## src/rtl/det_job_sequencer_if.sv

```systemverilog
// Signal bundle between det_job_sequencer, the host loader, the determinant engine and the SRAM.
// The wdog_err member exists only when DET_SEQ_WATCHDOG_EN is defined.
interface det_job_sequencer_if #(
  parameter int ADDR_W   = 7,
  parameter int DATA_W   = 32,
  parameter int MAX_JOBS = 8
);
  logic                host_start;
  logic [3:0]          host_jobs;
  logic                host_req;
  logic                host_we;
  logic [ADDR_W-1:0]   host_addr;
  logic [DATA_W-1:0]   host_wdata;
  logic                host_gnt;
  logic [DATA_W-1:0]   host_rdata;
  logic                busy;
  logic                done;
  logic [3:0]          jobs_done;
  logic [MAX_JOBS-1:0] ovf_mask;
  logic                det_go;
  logic                det_finished;
  logic                det_overflow;
  logic [ADDR_W-1:0]   det_raddr;
  logic [ADDR_W-1:0]   det_waddr;
  logic                det_we;
  logic [DATA_W-1:0]   det_wdata;
  logic [DATA_W-1:0]   det_rdata;
  logic [ADDR_W-1:0]   sram_addr;
  logic                sram_we;
  logic [DATA_W-1:0]   sram_wdata;
  logic [DATA_W-1:0]   sram_rdata;
`ifdef DET_SEQ_WATCHDOG_EN
  logic                wdog_err;
`endif

  // Handshakes: the host owns the SRAM port in exactly the cycles host_gnt is 1 (no queuing, a
  // refused request is simply not performed); det_go is a one-cycle start pulse and the engine
  // reports completion with a 0->1 edge on det_finished, det_overflow being valid on that edge.
  modport slave (
    input  host_start, host_jobs, host_req, host_we, host_addr, host_wdata,
    input  det_finished, det_overflow, det_raddr, det_waddr, det_we, det_wdata,
    input  sram_rdata,
    output host_gnt, host_rdata, busy, done, jobs_done, ovf_mask,
    output det_go, det_rdata, sram_addr, sram_we, sram_wdata
`ifdef DET_SEQ_WATCHDOG_EN
    , output wdog_err
`endif
  );

  modport master (
    output host_start, host_jobs, host_req, host_we, host_addr, host_wdata,
    output det_finished, det_overflow, det_raddr, det_waddr, det_we, det_wdata,
    output sram_rdata,
    input  host_gnt, host_rdata, busy, done, jobs_done, ovf_mask,
    input  det_go, det_rdata, sram_addr, sram_we, sram_wdata
`ifdef DET_SEQ_WATCHDOG_EN
    , input wdog_err
`endif
  );
endinterface

```

## src/rtl/det_job_sequencer.sv

```systemverilog
// Batch sequencer for the determinant engine: runs one job per 16-word SRAM slot and arbitrates
// the SRAM port between host and engine. DET_SEQ_WATCHDOG_EN adds a per-job run-cycle watchdog.
module det_job_sequencer #(
  parameter int ADDR_W   = 7,
  parameter int DATA_W   = 32,
  parameter int SLOT_W   = 4,
  parameter int MAX_JOBS = 8
`ifdef DET_SEQ_WATCHDOG_EN
  , parameter int WDOG_CYC = 255
`endif
) (
  input  logic                 i_clk,
  input  logic                 i_rst_n,
  det_job_sequencer_if.slave   io_bus,
  output logic [2:0]           o_state
);
  localparam int SLOTN_W = ADDR_W - SLOT_W;
  localparam logic [SLOTN_W-1:0] SLOT_ONE = SLOTN_W'(1);

  typedef enum logic [2:0] {S_IDLE, S_LAUNCH, S_RUN, S_NEXT, S_FIN} state_t;

  state_t              r_state, w_next;
  logic [SLOTN_W-1:0]  r_slot;
  logic [3:0]          r_count;
  logic [3:0]          r_jobs_done;
  logic [MAX_JOBS-1:0] r_ovf_mask;
  logic                r_fin_q;
  logic                r_ovf_cap;
  logic [3:0]          w_jobs_clamped;
  logic                w_fin_rise;
  logic                w_last;
  logic                w_busy;
  logic                w_start;
  logic                w_timeout;
  logic [DATA_W-1:0]   w_rdata;
  logic                w_unused_addr_hi;

  assign w_jobs_clamped = (io_bus.host_jobs > 4'(MAX_JOBS)) ? 4'(MAX_JOBS) : io_bus.host_jobs;
  // Only a fresh 0->1 transition ends a job; a level held over from the previous job is ignored.
  assign w_fin_rise     = io_bus.det_finished & ~r_fin_q;
  assign w_last         = (4'(r_slot) == (r_count - 4'd1));
  assign w_busy         = (r_state != S_IDLE);
  assign w_start        = (r_state == S_IDLE) && io_bus.host_start;
  assign w_rdata        = io_bus.sram_rdata;
  assign w_unused_addr_hi = ^{io_bus.det_raddr[ADDR_W-1:SLOT_W], io_bus.det_waddr[ADDR_W-1:SLOT_W]};

`ifdef DET_SEQ_WATCHDOG_EN
  logic [7:0] r_wdog_cnt;
  logic       r_wdog_err;

  assign w_timeout       = (r_state == S_RUN) && (r_wdog_cnt == 8'(WDOG_CYC));
  assign io_bus.wdog_err = r_wdog_err;

  always_ff @(posedge i_clk or negedge i_rst_n) begin
    if (!i_rst_n) begin
      r_wdog_cnt <= '0;
      r_wdog_err <= 1'b0;
    end else begin
      if (r_state == S_LAUNCH)   r_wdog_cnt <= '0;
      else if (r_state == S_RUN) r_wdog_cnt <= r_wdog_cnt + 8'd1;
      if (w_start)        r_wdog_err <= 1'b0;
      else if (w_timeout) r_wdog_err <= 1'b1;
    end
  end
`else
  assign w_timeout = 1'b0;
`endif

  always_ff @(posedge i_clk or negedge i_rst_n) begin
    if (!i_rst_n) r_state <= S_IDLE;
    else          r_state <= w_next;
  end

  always_comb begin
    w_next = r_state;
    case (r_state)
      S_IDLE:   if (io_bus.host_start) w_next = (w_jobs_clamped != 4'd0) ? S_LAUNCH : S_FIN;
      S_LAUNCH: w_next = S_RUN;
      S_RUN:    if (w_fin_rise || w_timeout) w_next = S_NEXT;
      S_NEXT:   w_next = w_last ? S_FIN : S_LAUNCH;
      S_FIN:    w_next = S_IDLE;
      default:  w_next = S_IDLE;
    endcase
  end

  always_ff @(posedge i_clk or negedge i_rst_n) begin
    if (!i_rst_n) begin
      r_slot      <= '0;
      r_count     <= '0;
      r_jobs_done <= '0;
      r_ovf_mask  <= '0;
      r_fin_q     <= 1'b0;
      r_ovf_cap   <= 1'b0;
    end else begin
      r_fin_q <= io_bus.det_finished;
      if (w_start) begin
        r_count <= w_jobs_clamped;
        // An empty batch leaves the previous results visible.
        if (w_jobs_clamped != 4'd0) begin
          r_slot      <= '0;
          r_jobs_done <= '0;
          r_ovf_mask  <= '0;
        end
      end
      if ((r_state == S_RUN) && (w_fin_rise || w_timeout))
        r_ovf_cap <= (w_fin_rise & io_bus.det_overflow) | w_timeout;
      if (r_state == S_NEXT) begin
        r_ovf_mask[r_slot] <= r_ovf_cap;
        r_jobs_done        <= r_jobs_done + 4'd1;
        if (!w_last) r_slot <= r_slot + SLOT_ONE;
      end
    end
  end

  assign io_bus.busy      = w_busy;
  assign io_bus.done      = (r_state == S_FIN);
  assign io_bus.det_go    = (r_state == S_LAUNCH);
  assign io_bus.jobs_done = r_jobs_done;
  assign io_bus.ovf_mask  = r_ovf_mask;
  assign io_bus.host_rdata = w_rdata;
  assign io_bus.det_rdata  = w_rdata;
  assign o_state          = r_state;

  // Engine addresses keep only their in-slot offset, so a job can never reach another slot.
  always_comb begin
    io_bus.host_gnt   = 1'b0;
    io_bus.sram_addr  = io_bus.host_addr;
    io_bus.sram_we    = io_bus.host_we & io_bus.host_req;
    io_bus.sram_wdata = io_bus.host_wdata;
    if (w_busy) begin
      io_bus.sram_addr  = {r_slot, io_bus.det_we ? io_bus.det_waddr[SLOT_W-1:0]
                                                 : io_bus.det_raddr[SLOT_W-1:0]};
      io_bus.sram_we    = io_bus.det_we;
      io_bus.sram_wdata = io_bus.det_wdata;
    end else begin
      io_bus.host_gnt   = io_bus.host_req;
    end
  end
endmodule

```

## src/flat_wrapper.sv

```systemverilog
// flat-port wrapper written by rule: the top's interface ports become plain ports
module det_job_sequencer_flat 
#(
  parameter int ADDR_W   = 7,
  parameter int DATA_W   = 32,
  parameter int SLOT_W   = 4,
  parameter int MAX_JOBS = 8

)
  (i_clk, i_rst_n, o_state, io_bus_host_start, io_bus_host_jobs, io_bus_host_req, io_bus_host_we, io_bus_host_addr, io_bus_host_wdata, io_bus_det_finished, io_bus_det_overflow, io_bus_det_raddr, io_bus_det_waddr, io_bus_det_we, io_bus_det_wdata, io_bus_sram_rdata, io_bus_host_gnt, io_bus_host_rdata, io_bus_busy, io_bus_done, io_bus_jobs_done, io_bus_ovf_mask, io_bus_det_go, io_bus_det_rdata, io_bus_sram_addr, io_bus_sram_we, io_bus_sram_wdata);
  det_job_sequencer_if #(.ADDR_W(ADDR_W), .DATA_W(DATA_W), .MAX_JOBS(MAX_JOBS)) io_bus_i ();
  input  logic i_clk;
  input  logic i_rst_n;
  output logic [2:0] o_state;
  input wire logic [$bits(io_bus_i.host_start)-1:0] io_bus_host_start;
  input wire logic [$bits(io_bus_i.host_jobs)-1:0] io_bus_host_jobs;
  input wire logic [$bits(io_bus_i.host_req)-1:0] io_bus_host_req;
  input wire logic [$bits(io_bus_i.host_we)-1:0] io_bus_host_we;
  input wire logic [$bits(io_bus_i.host_addr)-1:0] io_bus_host_addr;
  input wire logic [$bits(io_bus_i.host_wdata)-1:0] io_bus_host_wdata;
  input wire logic [$bits(io_bus_i.det_finished)-1:0] io_bus_det_finished;
  input wire logic [$bits(io_bus_i.det_overflow)-1:0] io_bus_det_overflow;
  input wire logic [$bits(io_bus_i.det_raddr)-1:0] io_bus_det_raddr;
  input wire logic [$bits(io_bus_i.det_waddr)-1:0] io_bus_det_waddr;
  input wire logic [$bits(io_bus_i.det_we)-1:0] io_bus_det_we;
  input wire logic [$bits(io_bus_i.det_wdata)-1:0] io_bus_det_wdata;
  input wire logic [$bits(io_bus_i.sram_rdata)-1:0] io_bus_sram_rdata;
  output wire logic [$bits(io_bus_i.host_gnt)-1:0] io_bus_host_gnt;
  output wire logic [$bits(io_bus_i.host_rdata)-1:0] io_bus_host_rdata;
  output wire logic [$bits(io_bus_i.busy)-1:0] io_bus_busy;
  output wire logic [$bits(io_bus_i.done)-1:0] io_bus_done;
  output wire logic [$bits(io_bus_i.jobs_done)-1:0] io_bus_jobs_done;
  output wire logic [$bits(io_bus_i.ovf_mask)-1:0] io_bus_ovf_mask;
  output wire logic [$bits(io_bus_i.det_go)-1:0] io_bus_det_go;
  output wire logic [$bits(io_bus_i.det_rdata)-1:0] io_bus_det_rdata;
  output wire logic [$bits(io_bus_i.sram_addr)-1:0] io_bus_sram_addr;
  output wire logic [$bits(io_bus_i.sram_we)-1:0] io_bus_sram_we;
  output wire logic [$bits(io_bus_i.sram_wdata)-1:0] io_bus_sram_wdata;
  assign io_bus_i.host_start = io_bus_host_start;
  assign io_bus_i.host_jobs = io_bus_host_jobs;
  assign io_bus_i.host_req = io_bus_host_req;
  assign io_bus_i.host_we = io_bus_host_we;
  assign io_bus_i.host_addr = io_bus_host_addr;
  assign io_bus_i.host_wdata = io_bus_host_wdata;
  assign io_bus_i.det_finished = io_bus_det_finished;
  assign io_bus_i.det_overflow = io_bus_det_overflow;
  assign io_bus_i.det_raddr = io_bus_det_raddr;
  assign io_bus_i.det_waddr = io_bus_det_waddr;
  assign io_bus_i.det_we = io_bus_det_we;
  assign io_bus_i.det_wdata = io_bus_det_wdata;
  assign io_bus_i.sram_rdata = io_bus_sram_rdata;
  assign io_bus_host_gnt = io_bus_i.host_gnt;
  assign io_bus_host_rdata = io_bus_i.host_rdata;
  assign io_bus_busy = io_bus_i.busy;
  assign io_bus_done = io_bus_i.done;
  assign io_bus_jobs_done = io_bus_i.jobs_done;
  assign io_bus_ovf_mask = io_bus_i.ovf_mask;
  assign io_bus_det_go = io_bus_i.det_go;
  assign io_bus_det_rdata = io_bus_i.det_rdata;
  assign io_bus_sram_addr = io_bus_i.sram_addr;
  assign io_bus_sram_we = io_bus_i.sram_we;
  assign io_bus_sram_wdata = io_bus_i.sram_wdata;
  det_job_sequencer #(.ADDR_W(ADDR_W), .DATA_W(DATA_W), .SLOT_W(SLOT_W), .MAX_JOBS(MAX_JOBS)) u_core (.i_clk(i_clk), .i_rst_n(i_rst_n), .io_bus(io_bus_i), .o_state(o_state));
endmodule
```

## config.mk

```make
export PLATFORM = sky130hd
export DESIGN_NAME = det_job_sequencer_flat
export DESIGN_NICKNAME = d
export VERILOG_FILES = /design/src/rtl/det_job_sequencer_if.sv /design/src/rtl/det_job_sequencer.sv /design/src/flat_wrapper.sv
export SDC_FILE = /design/constraint.sdc
export NUM_CORES = 1
export LEC_CHECK = 0
export ABC_CLOCK_PERIOD_IN_PS = 1900
export CORE_ASPECT_RATIO = 0.6
export CORE_UTILIZATION = 25
export DETAILED_ROUTE_END_ITERATION = 7
export PLACE_DENSITY = 0.84
export REMOVE_ABC_BUFFERS = 1
export SLEW_MARGIN = 20
export SYNTH_ARGS = -nofsm -noshare
export SYNTH_HDL_FRONTEND = slang
export SYNTH_SLANG_ARGS = --single-unit
```

## constraint.sdc

```tcl
create_clock -name i_clk -period 1.9 [get_ports i_clk]
set_input_delay 0.19 -clock i_clk [delete_from_list [all_inputs] [get_ports i_clk]]
set_output_delay 0.19 -clock i_clk [all_outputs]
set_load 0.01 [all_outputs]
```

# Word-level counts from Yosys, hierarchy flattened
# Cells that the tools add are included.
# classes
n_mux	24
magnitude_cmp	3
n_eq_ne	7
bitwise	4
n_reduce_logical	10
n_addsub	3
# ops
operator	count
2-to-1 mux 32 bit	1
2-to-1 mux 3 bit	8
2-to-1 mux 8 bit	3
2-to-1 mux 4 bit	5
case mux 3 bit (4 select lines)	1
bitwise mux 8 bit	1
2-to-1 mux 7 bit	1
equality test 3 x 2 -> 1 bit, second input constant	2
adder 4 x 1 -> 4 bit, second input constant	1
equality test 3 x 4 -> 1 bit	1
greater-than comparator 4 bit, second input constant	1
less-than comparator 3 x 4 -> 1 bit, second input constant	1
AND reduction 2 bit	2
nonzero test 2 bit	2
nonzero test 4 bit	1
subtractor 4 x 1 -> 4 bit, second input constant	1
adder 3 x 1 -> 3 bit, second input constant	1
bitwise AND 1 bit	3
demux 1 bit (select 3 bit)	1
equality test 3 x 1 -> 1 bit, second input constant	1
equality test 3 bit, second input constant	1
>= comparator 3 x 1 -> 1 bit, second input constant	1
logical AND 1 bit	3
zero test 3 bit	1
other kinds (5)	7
# word_totals
in_bits	129
reg_bits	24
wordCells	58
out_inout_bits	123

# Depth between registers and ports, before layout
# depth
depth_word	7
ltp_mapped	6
mapped_depth_nobuf	6

# Worst setup path before layout
# No wires, ideal clock.
# synth_path
path_type	reg2reg
startpoint	register u_core.r_count[0]
endpoint	register u_core.r_slot[1]
t_arrival_ns	1.668
period_less_slack_ns	1.748
path_buffers	0
t_required_ns	1.820
slack_ns	0.152
stages_incl_launch_ff	7
setup_ns	0.080
cell_sequence	dfrtp_1 inv_1 ha_1 xnor3_1 nand3_1 o21ai_0 mux2i_1
# synth_via
elab_chain_len	4
# synth_lines
item	line_no	rtl
from (decl)	det_job_sequencer.sv:24	logic [3:0] r_count;
from (signal assigned)	det_job_sequencer.sv:97	r_count <= w_jobs_clamped;
subtractor 4 x 1 -> 4 bit	det_job_sequencer.sv:41	assign w_last = (4'(r_slot) == (r_count - 4'd1));
equality test 3 x 4 -> 1 bit	det_job_sequencer.sv:41	
2-to-1 mux 3 bit	det_job_sequencer.sv:110	if (!w_last) r_slot <= r_slot + SLOT_ONE;
2-to-1 mux 3 bit	det_job_sequencer.sv:107	if (r_state == S_NEXT) begin
to (signal assigned)	det_job_sequencer.sv:110	
to (decl)	det_job_sequencer.sv:23	logic [SLOTN_W-1:0] r_slot;
# Every way passes these cells.
# A chain may end at the register's enable or synchronous reset.

# Worst setup path after layout
# layout_path
startpoint	register u_core.r_state[1] (netlist: u_core.o_state[1])
endpoint	output port io_bus_busy
# layout_via
elab_chain_len	1
# layout_lines
item	line_no	rtl
from (decl)	det_job_sequencer.sv:22	state_t r_state, w_next;
from (signal assigned)	det_job_sequencer.sv:71	else r_state <= w_next;
nonzero test 3 bit	det_job_sequencer.sv:42	assign w_busy = (r_state != S_IDLE);
to (decl)	flat_wrapper.sv:30	output wire logic [$bits(io_bus_i.busy)-1:0] io_bus_busy;
# Every way passes these cells.

==> impl_metrics.tcl <==
set metrics [dict create \
    post-route-period-util_pct 95.3 \
    slew_headroom_pct 72.9 \
    post-place-cells 510 \
    yosys.area_share.simple_pct 29.3 \
    yosysMostFrequentCell "nand2_1" \
    finalHoldViolations 0 \
    synth.largest_area_cell "dfrtp_1" \
    synth.area.mux_share_pct 5.48 \
    synth-xor-area-share_pct 2.94 \
    fmax_mhz 552 \
    maxCapViolCount 0 \
    h-tree-depth 1 \
    worstPathCellList "nor3_4, buf_4, inv_8, clkdlybuf4s50_1" \
    dieArea_um2 9430 \
    ys.flop_type "dfrtp_1" \
    criticalPathCategory "register to output port" \
    ys_ff_latch 24 \
    power_density_nw_per_um2 1300 \
    clk_latency_ns 0.26 \
    cts_sinks 24 \
    synth-compound-area-share_pct 8.64 \
    n_fill_cell 873 \
    netlist_area_um2 2260 \
    rows 26 \
    crit_family "buffers and inverters" \
    cp-start-kind "register" \
    detail_route.first_pass.iterations 4 \
    ys_seq_area_share_pct 26.6 \
    nets 537 \
    vias 2432 \
    synth_cell_type_count 40 \
    drt-initial-drc-count 145 \
    drive_above_1_share_pct 8.42 \
    critical_path_buf_inv_count 3 \
    leakage_nw 1.73 \
    antenna_cells 0 \
    wl_um 9430 \
    port_buffers 149 \
    coreArea_um2 8620 \
    gp_congestion 0.795 \
    crit_required_ns 1.71 \
    cts_root_buf "clkbuf_16" \
    antenna_found_initial 0 \
    numCtsBuffers 3 \
    rsz0062_at_grt "no" \
    vdd_drop_max_mv 0.478 \
    ioPinCount 252 \
    dp_hpwl_um 7630 \
    seq_area_um2 601 \
    ys_warn_count 0 \
    path_clk_slew_ns 0.07 \
    synthTopCellsByCount "nand2_1, buf_4, dfrtp_1" \
    worstSetupEndpointType "output port" \
    cts.path.max_buffers 2 \
    synth_top_family_by_area "simple AND/OR/NAND/NOR gates" \
    die_y_um 75.6 \
    drc 0 \
    synthCells 313 \
    routedWlPerCell_um 18.3 \
    finalPower_mw 4.67 \
    max_slew.worst_pin.slew_ns 0.407 \
    grt_overflow 0 \
    synth_top_cell_area_share_pct 26.6 \
    holdCritPathClass "input pin to async pin" \
    synth_edf_count 0 \
    slowest_delay_ns 0.49 \
    final_area_um2 3590 \
    setup_viol 0 \
    multi_input_area_um2 1100 \
    cp.arrival_ns 1.62 \
    synth_adder_area_share_pct 1.66 \
    tritoncts "yes" \
    cpMaxStageDelayCell "clkdlybuf4s50_1" \
    via_per_inst 4.71 \
    status "completed" \
    grtUsageTotal_pct 19.0 \
    min_period_ns 1.81 \
    ant_nets 0 \
    synth.avg_cell_area_um2 7.22 \
    grt_pass1_vias 2316 \
    die_width_um 125 \
    slew_violations 0 \
    grt_max_degree 38 \
    syn2layout_area_growth_pct 59.1 \
    clock_skew_ns 0.00487 \
    worstPathMaxFanout 37 \
    yosys-top-cells-area "dfrtp_1, buf_4, nand2_1, mux2i_1, o21ai_0" \
    grt_first_pass_wirelength_um 13500 \
    synthArstFlopShare_pct 100 \
    hold_buffers 0 \
    start_util_pct 26.2 \
    fin_cells 516 \
    dpl_cell_area_um2 3490 \
]
sequential cells by signal (all words and copies together) (netlist names):
register	count
u_core.io_bus.jobs_done	4
u_core.io_bus.ovf_mask	8
u_core.o_state	3
u_core.r_count	4
u_core.r_fin_q	1
u_core.r_ovf_cap	1
u_core.r_slot	3
cells by family (layout without fill, tap and decap cells):
logic type,after synthesis,count (layout)
AND/OR/NAND/NOR,153,153
XOR/XNOR,6,6
buffers and inverters,87,178
flip-flops,24,24
AO/OA/AOI/OAI,28,28
multiplexers,12,12
adder cells (fa/ha/maj),3,3
power breakdown:
group | total (mW) | leakage (nW) | internal, mW | switching [mW]
clock | 0.604 | 0.0511 | 0.419 | 0.185
combinational | 3.18 | 1.36 | 1.56 | 1.62
sequential | 0.885 | 0.314 | 0.682 | 0.203
stage by stage:
stage / util (%) / setup slack, ns / TNS [ns] / hold WS [ns]
global route: 41.7 / 0.00257 / 0 / 0.338
detailed placement: 40.5 / -0.0814 / -0.288 / 0.380
floorplan: - / -2.31 / -95.26 / -0.106
finish: 41.7 / 0.0894 / 0 / 0.299
CTS: 41.5 / 0.0262 / 0 / 0.320
global placement: 40.5 / -0.00354 / -0.00354 / 0.380
layout by cell type (no fill, tap or decap), types with 2 or more instances in the layout:
master / netlist / final
buf_12: 0 / 2
buf_4: 64 / 15
clkbuf_16: 0 / 3
clkdlybuf4s50_1: 0 / 106
dfrtp_1: 24 / 24
dlygate4sd2_1: 0 / 41
dlymetal6s2s_1: 0 / 2
ha_1: 3 / 3
inv_1: 6 / 6
mux2_2: 3 / 3
mux2i_1: 9 / 8
nand2_1: 122 / 122
nand3_1: 5 / 4
nand3b_1: 3 / 3
nor2_1: 6 / 6
nor2b_1: 2 / 2
nor3_1: 4 / 3
nor3b_1: 2 / 2
o21ai_0: 13 / 12
o311ai_0: 3 / 3
o31ai_1: 2 / 2
o41ai_1: 3 / 3
xor2_1: 4 / 4
final cells by class:
class	count	share of cell area, %
multi-input combinational	202	30.7
sequential	24	16.7
tap	112	3.90
clock inverter	1	0.836
timing repair buffer	167	44.8
inverter	7	0.940
clock buffer	3	2.09
worst register-to-register path: stages, from the launching register on:
cell	delay, ns
dfrtp_1	0.39
inv_1	0.07
ha_1	0.19
xnor3_1	0.37
nand3_2	0.13
o21ai_1	0.16
buf_4	0.16
mux2i_2	0.21
routing by layer:
layer	share of wire, %	vias up	GRT usage, %	wire length, um
li1	-	1129	-	-
met5	0	-	8.82	0
met4	0.13	0	2.01	12
met2	41	150	24.9	3860
met1	46	1150	25.5	4300
met3	13	3	11.9	1260
worst paths after layout:
path / to / slack [ns] / cells after the start / start
max: io_bus_busy / 0.09 / 4 / u_core.o_state[1]
min in group i_clk: io_bus_host_rdata[27] / 0.38 / 0 / io_bus_sram_rdata[27]
max reg2reg: u_core.r_slot[1] / 0.14 / 7 / u_core.r_count[0]
min reg2reg: u_core.io_bus.jobs_done[3] / 0.51 / 1 / u_core.io_bus.jobs_done[3]
max in group asynchronous: u_core.o_state[0] / 1.35 / 2 / i_rst_n
min: u_core.io_bus.jobs_done[3] / 0.30 / 2 / i_rst_n
what timing repair did:
item | 4_1_cts | 5_1_grt
endpoints found under the setup margin | 42 | 4
pin swaps | 1 | 0
gates resized for setup | 46 | 5
buffers inserted | 2 | 0
Note: power is estimated with default switching activity, not from simulation.
